**src/rtl/inv_mix_columns_sequencer.sv**
```systemverilog
// ----------------------------------------------------------------------------
// inv_mix_columns_sequencer
//
// Column-serial InvMixColumns stage for the AES decryption round. A 128-bit
// state is accepted over a valid/ready handshake. COLS_PER_CYCLE column units
// are time-shared across the four state columns. The result is returned over
// a second valid/ready handshake. A bypass path serves the final round, which
// has no InvMixColumns.
//
// Parameters:
//   COLS_PER_CYCLE - columns processed per compute cycle (1, 2 or 4).
//
// Optional build macro:
//   MIX_FWD_EN - adds input fwd_mode. When fwd_mode is set on accept, the
//                forward MixColumns matrix is used instead of the inverse.
//
// Ports:
//   clk        in   clock; everything on the rising edge
//   rst        in   synchronous, active-high reset
//   in_valid   in   in_data / in_bypass (/ fwd_mode) valid
//   in_ready   out  block can accept a state (IDLE)
//   in_data    in   [0:127] state; byte k = in_data[8k:8k+7]; column c = bytes 4c..4c+3
//   in_bypass  in   1 = pass the state through unmodified
//   fwd_mode   in   (MIX_FWD_EN only) 1 = forward MixColumns matrix
//   out_valid  out  out_data valid (DONE)
//   out_ready  in   downstream accepts out_data
//   out_data   out  [0:127] result, same layout as in_data
//   busy       out  high in COMPUTE or DONE
// ----------------------------------------------------------------------------
module inv_mix_columns_sequencer #(
    parameter int COLS_PER_CYCLE = 1
) (
    input  logic         clk,
    input  logic         rst,
    input  logic         in_valid,
    output logic         in_ready,
    input  logic [0:127] in_data,
    input  logic         in_bypass,
`ifdef MIX_FWD_EN
    input  logic         fwd_mode,
`endif
    output logic         out_valid,
    input  logic         out_ready,
    output logic [0:127] out_data,
    output logic         busy
);

    // Counter value at which the final group of columns is processed.
    localparam int LAST_COL = 4 - COLS_PER_CYCLE;

    typedef enum logic [1:0] {IDLE, COMPUTE, DONE} state_t;

    state_t       state;
    logic [1:0]   col_cnt;
    logic [0:127] work;
`ifdef MIX_FWD_EN
    logic         fwd_sel;
`endif

    logic [1:0]  col_idx [COLS_PER_CYCLE];
    logic [31:0] col_res [COLS_PER_CYCLE];

    // Multiply by 02 in GF(2^8) mod 0x11B.
    function automatic logic [7:0] xtime(input logic [7:0] b);
        return {b[6:0], 1'b0} ^ (b[7] ? 8'h1b : 8'h00);
    endfunction

    // Inverse mix of one column; col[31:24] is row 0.
    // Products are built from the 02/04/08 multiples of each byte.
    function automatic logic [31:0] inv_mix_col(input logic [31:0] col);
        logic [7:0] a  [4];
        logic [7:0] m9 [4];
        logic [7:0] mb [4];
        logic [7:0] md [4];
        logic [7:0] me [4];
        logic [7:0] x2, x4, x8;
        for (int r = 0; r < 4; r++) begin
            a[r]  = col[31-8*r -: 8];
            x2    = xtime(a[r]);
            x4    = xtime(x2);
            x8    = xtime(x4);
            m9[r] = x8 ^ a[r];
            mb[r] = x8 ^ x2 ^ a[r];
            md[r] = x8 ^ x4 ^ a[r];
            me[r] = x8 ^ x4 ^ x2;
        end
        return {me[0] ^ mb[1] ^ md[2] ^ m9[3],
                m9[0] ^ me[1] ^ mb[2] ^ md[3],
                md[0] ^ m9[1] ^ me[2] ^ mb[3],
                mb[0] ^ md[1] ^ m9[2] ^ me[3]};
    endfunction

`ifdef MIX_FWD_EN
    // Forward mix of one column (matrix 02 03 01 01, rotated per row).
    function automatic logic [31:0] fwd_mix_col(input logic [31:0] col);
        logic [7:0] a  [4];
        logic [7:0] m2 [4];
        logic [7:0] m3 [4];
        for (int r = 0; r < 4; r++) begin
            a[r]  = col[31-8*r -: 8];
            m2[r] = xtime(a[r]);
            m3[r] = m2[r] ^ a[r];
        end
        return {m2[0] ^ m3[1] ^ a[2]  ^ a[3],
                a[0]  ^ m2[1] ^ m3[2] ^ a[3],
                a[0]  ^ a[1]  ^ m2[2] ^ m3[3],
                m3[0] ^ a[1]  ^ a[2]  ^ m2[3]};
    endfunction
`endif

    // Column units: unit u handles column col_cnt+u. col_cnt is always a
    // multiple of COLS_PER_CYCLE, so the 2-bit sum never wraps mid-group.
    always_comb begin
        for (int u = 0; u < COLS_PER_CYCLE; u++) begin
            col_idx[u] = col_cnt + 2'(u);
`ifdef MIX_FWD_EN
            if (fwd_sel) begin
                col_res[u] = fwd_mix_col(work[32*int'(col_idx[u]) +: 32]);
            end else begin
                col_res[u] = inv_mix_col(work[32*int'(col_idx[u]) +: 32]);
            end
`else
            col_res[u] = inv_mix_col(work[32*int'(col_idx[u]) +: 32]);
`endif
        end
    end

    // Controller with registered handshake outputs. The working register is
    // data only and is not reset; out_data is reset so that no stale result
    // survives a reset.
    always_ff @(posedge clk) begin
        if (rst) begin
            state     <= IDLE;
            in_ready  <= 1'b1;
            out_valid <= 1'b0;
            out_data  <= '0;
            busy      <= 1'b0;
            col_cnt   <= 2'd0;
        end else begin
            case (state)
                IDLE: begin
                    if (in_valid && in_ready) begin
                        work     <= in_data;
                        col_cnt  <= 2'd0;
                        in_ready <= 1'b0;
                        busy     <= 1'b1;
`ifdef MIX_FWD_EN
                        fwd_sel  <= fwd_mode;
`endif
                        if (in_bypass) begin
                            // Final round: result is the input itself.
                            out_data  <= in_data;
                            out_valid <= 1'b1;
                            state     <= DONE;
                        end else begin
                            state     <= COMPUTE;
                        end
                    end
                end
                COMPUTE: begin
                    for (int u = 0; u < COLS_PER_CYCLE; u++) begin
                        out_data[32*int'(col_idx[u]) +: 32] <= col_res[u];
                    end
                    col_cnt <= col_cnt + 2'(COLS_PER_CYCLE);
                    if (col_cnt == 2'(LAST_COL)) begin
                        out_valid <= 1'b1;
                        state     <= DONE;
                    end
                end
                DONE: begin
                    if (out_ready) begin
                        out_valid <= 1'b0;
                        busy      <= 1'b0;
                        in_ready  <= 1'b1;
                        state     <= IDLE;
                    end
                end
                default: begin
                    out_valid <= 1'b0;
                    busy      <= 1'b0;
                    in_ready  <= 1'b1;
                    col_cnt   <= 2'd0;
                    state     <= IDLE;
                end
            endcase
        end
    end

endmodule

```
**config.mk**
```make
export PLATFORM = sky130hd
export DESIGN_NAME = inv_mix_columns_sequencer
export DESIGN_NICKNAME = d
export VERILOG_FILES = /design/src/rtl/inv_mix_columns_sequencer.sv
export SDC_FILE = /design/constraint.sdc
export NUM_CORES = 1
export LEC_CHECK = 0
export CAP_MARGIN = 25
export CELL_PAD_IN_SITES_DETAIL_PLACEMENT = 0
export CELL_PAD_IN_SITES_GLOBAL_PLACEMENT = 1
export CORE_ASPECT_RATIO = 0.5
export CORE_MARGIN = 4
export CORE_UTILIZATION = 42
export CTS_BUF_LIST = sky130_fd_sc_hd__clkbuf_2 sky130_fd_sc_hd__clkbuf_4 sky130_fd_sc_hd__clkbuf_8
export CTS_CLUSTER_DIAMETER = 100
export DETAILED_ROUTE_END_ITERATION = 6
export PLACE_DENSITY_LB_ADDON = 0.1
export SETUP_SLACK_MARGIN = 0.3
export SLEW_MARGIN = 25
export SYNTH_ARGS = -nofsm -noshare
export SYNTH_HDL_FRONTEND = slang
export SYNTH_SLANG_ARGS = --single-unit
```
**constraint.sdc**
```tcl
create_clock -name clk -period 18.57 [get_ports clk]
set_input_delay 1.857 -clock clk [delete_from_list [all_inputs] [get_ports clk]]
set_output_delay 1.857 -clock clk [all_outputs]
set_load 0.02 [all_outputs]
```
After elaboration in Yosys (flattened, before gate mapping)
Cells that the tools add are included.
{"block": "word_totals", "ff_bits": 263, "out_inout_bits": 131, "word_cells": 113}
{"block": "op_classes", "add_sub_neg": 2, "eq_ne": 7, "n_shift": 3, "mux": 33, "n_bitwise": 52, "n_reduce_logical": 9}
{"operator": "8-bit bitwise XOR", "n": 36}
{"operator": "128-bit 2-to-1 mux", "n": 2}
{"operator": "128-bit one-hot mux with 2 select lines", "n": 1}
{"operator": "129-bit by 33-bit variable shift with 128-bit output (first input constant)", "n": 1}
{"operator": "128-bit by 32-bit indexed part select with 129-bit output", "n": 1}
{"operator": "129-bit by 33-bit indexed part select with 128-bit output", "n": 1}
{"operator": "128-bit bitwise mux", "n": 1}
{"operator": "8-bit by 5-bit bitwise XOR with 8-bit output", "n": 12}
{"operator": "5-bit 2-to-1 mux", "n": 12}
{"operator": "32-bit negation with 33-bit output", "n": 1}
{"operator": "7-bit NOT with 32-bit output", "n": 1}
{"operator": "2-bit one-hot mux with 3 select lines", "n": 2}
{"operator": "3-bit AND reduction", "n": 4}
{"operator": "2-bit 2-to-1 mux", "n": 5}
{"operator": "1-bit one-hot mux with 3 select lines", "n": 3}
{"operator": "2-bit inequality test (second input constant)", "n": 4}
{"operator": "1-bit 2-to-1 mux", "n": 7}
{"operator": "2-bit == test (second input constant)", "n": 2}
{"operator": "4-bit AND reduction", "n": 1}
{"operator": "1-bit NOT", "n": 3}
{"operator": "2-bit by 1-bit adder with 2-bit output (second input constant)", "n": 1}
{"operator": "2-bit by 1-bit == test with 1-bit output (second input constant)", "n": 1}
{"operator": "2-bit zero test", "n": 1}
{"operator": "2-bit AND reduction", "n": 1}
{"operator": "other kinds (2)", "n": 2}

Longest topological paths before layout
Gate-level depths: netlist (run 1).
{"block": "logic_depth", "depth_word": 16, "mapped_depth": 11}

Worst setup path before layout (run 1)
No wires, ideal clock.
{"block": "synth_timing", "kind": "in2reg", "startpoint": "input port rst", "endpoint": "register work[0] (netlist bit), enable pin", "setup_ns": 0.935, "arrival_ns": 14.256, "slack_ns": 3.379, "path_stages": 2, "n_path_buf": 1, "path_cell_list": "clkbuf_1 > nor4_1"}
{"block": "synth_between", "elab_chain_len": 2}
{"element": "start, declared", "line": "34", "rtl": "input logic rst,"}
{"element": "1-bit NOT (no line)"}
{"element": "3-bit AND reduction (no line)"}
{"element": "end signal, assigned", "line": "143", "rtl": "work <= in_data;"}
{"element": "end, declared", "line": "55", "rtl": "logic [0:127] work;"}
Every way passes these cells.
A chain may end at the register's enable or synchronous reset.

Final worst setup path (run 1)
{"block": "layout_timing", "startpoint": "register col_cnt[0]", "endpoint": "register out_data[116] (netlist bit)"}
{"block": "layout_between", "elab_chain_len": 14}
{"element": "start, declared", "line": "54", "rtl": "logic [1:0] col_cnt;"}
{"element": "start signal, assigned", "line": "164", "rtl": "col_cnt <= col_cnt + 2'(COLS_PER_CYCLE);"}
{"element": "7-bit NOT with 32-bit output (not written as such) (*)", "line": "123, 162"}
{"element": "128-bit by 32-bit indexed part select with 129-bit output", "line": "123", "rtl": "col_res[u] = inv_mix_col(work[32*int'(col_idx[u]) +: 32]);"}
{"element": "8-bit by 5-bit bitwise XOR with 8-bit output or 5-bit 2-to-1 mux (tied branches) (2 in a row)", "line": "65", "rtl": "return {b[6:0], 1'b0} ^ (b[7] ? 8'h1b : 8'h00);"}
{"element": "5-bit 2-to-1 mux or 8-bit by 5-bit bitwise XOR with 8-bit output (tied branches)", "line": "65"}
{"element": "8-bit by 5-bit bitwise XOR with 8-bit output", "line": "65"}
{"element": "8-bit bitwise XOR, on equally long branches (2 in a row)", "line": "83, 84, 85"}
{"element": "8-bit bitwise XOR, on equally long branches (3 in a row)"}
{"element": "129-bit by 33-bit indexed part select with 128-bit output", "line": "162", "rtl": "out_data[32*int'(col_idx[u]) +: 32] <= col_res[u];"}
{"element": "128-bit bitwise mux (*)", "line": "162"}
{"element": "128-bit one-hot mux with 2 select lines (*)", "line": "140", "rtl": "case (state)"}
{"element": "end signal, assigned", "line": "152", "rtl": "out_data <= in_data;"}
{"element": "end signal, assigned by index", "line": "162"}
{"element": "end, declared", "line": "44", "rtl": "output logic [0:127] out_data,"}
Mark *: on every way between the ends. The rest lies on a longest branch, timed or not.

==> results of run 1 <==
## per-stage QoR
step / power, uW / worst slack [ps] / util [%]
after floorplan: 1250 / 3380 / -
final: 2050 / 14170 / 55.6
after global routing: 2140 / 13950 / 55.6
after global placement: 1560 / 14110 / 52.8
after detailed placement: 1560 / 14020 / 52.8
after CTS: 2050 / 14150 / 55.5
## power groups by stage
stage / Sequential (uW) / Combinational (uW) / Clock (uW)
2_1_floorplan: 763 / 489 / 0
3_3_place_gp: 714 / 848 / 0
3_5_place_dp: 715 / 849 / 0
4_1_cts: 703 / 855 / 494
5_1_grt: 708 / 911 / 522
6_report: 702 / 862 / 486
## cells by family after synthesis
family / Yosys count / synth area share (%)
multiplexers: 33 / 5.92
AND/OR/NAND/NOR: 265 / 9.37
XOR/XNOR: 178 / 17.4
AO/OA/AOI/OAI: 173 / 10.7
buffers and inverters: 89 / 3.13
adder cells (fa/ha/maj): 4 / 0.405
flip-flops: 263 / 53.0
## flip-flops by register name, summed over array words and instances, names as in the netlist
| register | flops |
|---|---|
| col_cnt | 2 |
| out_data | 128 |
| out_valid | 1 |
| work | 128 |
| busy | 1 |
| in_ready | 1 |
| state | 2 |
## Yosys cell counts, types with 12 or more instances
cell / number
xor2_1: 30
dfxtp_1: 135
clkbuf_1: 65
a21oi_1: 18
a221oi_1: 112
xnor3_1: 28
xnor2_1: 99
buf_2: 12
edfxtp_1: 128
mux4_2: 32
nor3_1: 113
o21ai_0: 27
nor2_1: 137
## routing by layer
| layer | vias up | global-route usage, % | part of all wire [%] |
|---|---|---|---|
| met5 | - | 0 | 0 |
| met4 | 0 | 5.54 | 1.5 |
| met3 | 62 | 5.90 | 8.7 |
| met2 | 450 | 37.8 | 44 |
| met1 | 4807 | 37.9 | 46 |
| li1 | 4250 | - | - |
## area by class of cell
| class | instances | area, sq um | share of cell area, % |
|---|---|---|---|
| Clock buffer | 62 | 753 | 4.68 |
| Clock inverter | 10 | 48.8 | 0.303 |
| Inverter | 4 | 15.0 | 0.0933 |
| Multi-Input combinational cell | 653 | 5480 | 34.0 |
| Sequential cell | 263 | 6550 | 40.7 |
| Tap cell | 391 | 489 | 3.04 |
| Timing Repair Buffer | 281 | 2770 | 17.2 |
## worst min-delay path by stage
stage / startpoint / to / cells past startpoint
finish: busy$_SDFFE_PP0P_ / busy$_SDFFE_PP0P_ / 1
global route: busy$_SDFFE_PP0P_ / busy$_SDFFE_PP0P_ / 1
CTS: busy$_SDFFE_PP0P_ / busy$_SDFFE_PP0P_ / 1
detailed placement: busy$_SDFFE_PP0P_ / busy$_SDFFE_PP0P_ / 1
global placement: busy$_SDFFE_PP0P_ / busy$_SDFFE_PP0P_ / 1
floorplan: in_ready$_SDFFE_PP1P_ / in_ready$_SDFFE_PP1P_ / 2
==> results.toml, run 1 <==
[cells_and_area]
n_fill_cell = 2482
diodes = 0
drive_above_1_share_pct = 11.7
layout_common_cells = "clkdlybuf4s50_1 (262), nor2_1 (137), dfxtp_1 (133)"
syn_to_final_growth_pct = 30.3
final_cells = 1664
final_nets = 1380
design_area_sq_mm = 0.0161
layout_commonest_cell = "clkdlybuf4s50_1"

[yosys]
yosysUniqueCellTypes = 37
async_reset_ff_share_pct = 0
seq_area_frac_synth_pct = 53.0
syn-num-nets = 1142
yosys_most_used_dff = "dfxtp_1"
synth_cells = 1005
synth.avg_cell_area_sq_um = 12.3
yosys-top-cells-area = "edfxtp_1 (31%), dfxtp_1 (22%), a221oi_1 (7.9%)"
synth_edf_count = 128
ys_seq_elements = 263
synth_top_cell_area_share_pct = 31.1
synth-warning-count = 0
yosys.area.top_type = "edfxtp_1"
syn_area_sq_mm = 0.0124

[run]
cap_violations = 0

[power_and_ir_drop]
ir_drop_v = 0.0000542
power.share.switching_pct = 37.8
p_per_area_mw_per_mm2 = 127
p_comb_share_pct = 42.1
p_leak_uw = 0.00567
pwr-share-clk_pct = 23.7
p_switching_uw = 775
seqPwrFrac_pct = 34.3
internal-power_uw = 1280

[worst_setup_path]
startpoint_type = "register"
setup.worst_path.end_class = "register"
critPathCapture = "out_data[116]$_SDFFE_PP0P_"
critPathLaunch = "col_cnt[0]$_SDFFE_PP0P_"
crit_type = "register to register"
r2r_slack_ps = 14170
reg2reg_depth = 8
path_cells = "buf_4, mux4_2, xnor3_1, xnor3_1, xnor2_1, xnor2_1, a221oi_1, nor3_1"
worstPathArrival_ps = 4790
slowest_stage = "dfxtp_2"
critPathTopFamily = "XOR/XNOR gates"
critPathMaxFanout = 25
slowest_delay_ps = 860
worst-path-stages = 8
critPathBufInv = 1
reg2reg_from = "col_cnt[0]$_SDFFE_PP0P_"
r2r-end = "out_data[116]$_SDFFE_PP0P_"
cp.required_ps = 18960

[placed_design]
placed_area_sq_mm = 0.0153
port_buffers = 263
hpwl_mm = 30.1
placed_cells = 1592
gp_congestion = 0.922

[timing]
setup_viol = 0
fin_crit_ps = 4400
worstMarginPinSlew_ps = 1020
hold_violations = 0
rsz0062_at_grt = "no"
finalClockSkew_ps = 29.1
period_share_pct = 23.7
max_freq_mhz = 227
relSlewSlack_pct = 32.1
slew_viol_final = 0
whs_ps = 472
tns_ps = 0

[floorplan]
rows = 44
die_w_um = 251
die_y_um = 129
io_pins = 264
dieArea_sq_mm = 0.0324
core_area_sq_mm = 0.0290
start_util_pct = 42.7

[grt]
grt.total_usage_pct = 25.3
grt-ovfl-total = 0
grt_pass1_wl_mm = 61.4
first_global_vias = 9503
grt_max_degree = 83
grt_antenna_before_repair = 0

[cts]
htreeDepth = 2
clk_pin_slew_ps = 60
cts_setup_buffers = 0
cts_made_buffers = 40
cts_hold_buf = 0
cts_tree = "done"
clockBufferDepth = 3
post_cts_resize_count = 0
root_buffer = "clkbuf_8"
clock_latency_ps = 560
clock_sinks = 263

[status]
outcome = "complete, no violations"

[routing]
postRouteWirelength_mm = 42.2
drc = 0
drt_iter0_markers = 1053
firstDrtPassIters = 7
antenna_left = 0
wl_per_cell_um = 25.4
vias = 9569
viasPerCell = 5.75

[worst_hold_path]
min_path_type = "register to register"
(Power assumes the default switching activity.)
==> inputs of run 2 (changes only) <==
==> constraint.sdc (replaced) <==
create_clock -name clk -period 4.2 [get_ports clk]
set_input_delay 0.42 -clock clk [delete_from_list [all_inputs] [get_ports clk]]
set_output_delay 0.42 -clock clk [all_outputs]
set_load 0.02 [all_outputs]
==> run 2 against run 1 <==
The flow now finishes with violations (design-rule violations); hold slack lost 22 ps; flip-flop and latch count is the same; global-route usage grew 0.72 points; first-iteration DRC count shrank 10%; clock power grew to 4.6 times the previous value; die area is the same; combinational power grew to 4.5 times the previous value; highest routed layer unchanged.
==> results.toml, run 2 (synthesis gave the netlist of run 1 again) <==
[status]
outcome = "finished, violations left"
violations = "design-rule violations"

[timing]
rsz0062_at_grt = "no"
relSlewSlack_pct = 34.4
timing.final.ws_setup_ps = 482
max_freq_mhz = 269
slew_viol_final = 0
worstMarginPinSlew_ps = 984
hold_violations = 0
fin_crit_ps = 3720
setup_viol = 0
period_share_pct = 88.5
finalClockSkew_ps = 30.2

[worst_setup_path]
reg2reg_depth = 8
path_cells = "buf_12, mux4_2, xnor3_1, xnor2_1, xnor2_2, xnor3_1, a221oi_1, nor3_1"
critPathLaunch = "col_cnt[0]$_SDFFE_PP0P_"
critPathMaxFanout = 24
r2r_slack_ps = 480
worstPathArrival_ps = 4100
slowest_stage = "mux4_2"
critPathMostFrequentCell = "xnor3_1"
startpoint_type = "register"
critPathCapture = "out_data[18]$_SDFFE_PP0P_"
crit_type = "register to register"
r2r-end = "out_data[18]$_SDFFE_PP0P_"
worst-path-stages = 8
reg2reg_from = "col_cnt[0]$_SDFFE_PP0P_"
slowest_delay_ps = 740
critPathTopFamily = "XOR/XNOR gates"
critPathBufInv = 1
cp.required_ps = 4590
setup.worst_path.end_class = "register"

[cells_and_area]
n_fill_cell = 2518
largest_registers = "out_data (128), work (128)"
seq_area_sq_mm = 0.00655
layout_commonest_cell = "clkdlybuf4s50_1"
layout_common_cells = "clkdlybuf4s50_1 (262), nor2_1 (137), dfxtp_1 (132)"
multi_input_area_sq_mm = 0.00552
syn_to_final_growth_pct = 32.2
drive_above_1_share_pct = 12.9
diodes = 0
final_nets = 1391

[run]
cap_violations = 0

[routing]
antenna_left = 0
firstDrtPassIters = 7
vias = 9632
postRouteWirelength_mm = 43.3
viasPerCell = 5.75
wl_per_cell_um = 25.9
drt_iter0_markers = 948
drc = 2

[cts]
htreeDepth = 2
cts_hold_buf = 0
clk_pin_slew_ps = 70
clockBufferDepth = 3
cts_made_buffers = 39
clock_sinks = 263
clock_latency_ps = 560
root_buffer = "clkbuf_8"
cts_tree = "done"

[floorplan]
rows = 44
io_pins = 264
start_util_pct = 42.7
die_w_um = 251
die_y_um = 129
dieArea_sq_mm = 0.0324
core_area_sq_mm = 0.0290

[grt]
grt_antenna_before_repair = 0
grt_max_degree = 73
grt_pass1_wl_mm = 62.9
grt.total_usage_pct = 26.0
first_global_vias = 9578
grt-ovfl-total = 0

[worst_hold_path]
min_path_type = "input pin to register"
min_path_cells = 1

[placed_design]
hpwl_mm = 31.3
port_buffers = 263
gp_congestion = 0.968
pre_cts_ws_ps = 448

[power_and_ir_drop]
fin_total_pwr_uw = 9270
p_leak_uw = 0.00578
p_per_area_mw_per_mm2 = 567
ir_drop_v = 0.000270
run 2: cell count changes in the layout (fill, tap and decap cells not counted), sizes merged:
cell / change
clkbuf: +2
buf: +12
clkinv: -6
bufinv: +2
run 2: metrics by stage:
step / std cells / cell area [sq um] / hold slack, ps / TNS, ps / utilization (%)
after floorplan: 1005 / 12400 / 497 / -116320 / -
after global placement: 1603 / 15500 / 439 / 0 / 53.4
after detailed placement: 1603 / 15500 / 441 / 0 / 53.4
after CTS: 1673 / 16300 / 413 / 0 / 56.3
after global routing: 1674 / 16300 / 421 / 0 / 56.4
final: 1674 / 16300 / 450 / 0 / 56.4
run 2: worst min path at each step:
stage | startpoint | to | slack, ps
after CTS | in_data[74] | work[74]$_DFFE_PP_ | 410
final | in_data[87] | work[87]$_DFFE_PP_ | 450
after global placement | busy$_SDFFE_PP0P_ | busy$_SDFFE_PP0P_ | 440
after detailed placement | busy$_SDFFE_PP0P_ | busy$_SDFFE_PP0P_ | 440
after global routing | in_data[9] | work[9]$_DFFE_PP_ | 420
after floorplan | in_ready$_SDFFE_PP1P_ | in_ready$_SDFFE_PP1P_ | 500
run 2: cell type report:
type,count,area share [%]
clock buffer,64,4.59
clock inverter,6,0.490
inverter,4,0.0919
multi-input combinational,653,33.8
sequential,263,40.1
tap,391,3.00
timing repair buffer,293,17.9
run 2: worst register-to-register path: stages (launching register included):
cell	delay, ps
dfxtp_2	460
buf_12	290
mux4_2	750
xnor3_1	500
xnor2_1	390
xnor2_2	190
xnor3_1	530
a221oi_1	360
nor3_1	90
run 2: where the power goes:
| group | internal (uW) | switching [uW] |
|---|---|---|
| clock | 1250 | 1000 |
| sequential | 2970 | 130 |
| combinational | 1590 | 2330 |
run 2: what timing repair did:
item	CTS	global route
setup buffers	0	0
gates resized for setup	0	3
endpoints found under the setup margin	0	9
run 2: routing by layer:
layer | up-vias | routed length (um) | global-route usage [%]
met5 | - | 0 | 0
met4 | 0 | 732 | 5.73
li1 | 4273 | - | -
met1 | 4787 | 19300 | 38.3
met3 | 54 | 4290 | 6.82
met2 | 518 | 18900 | 39.1
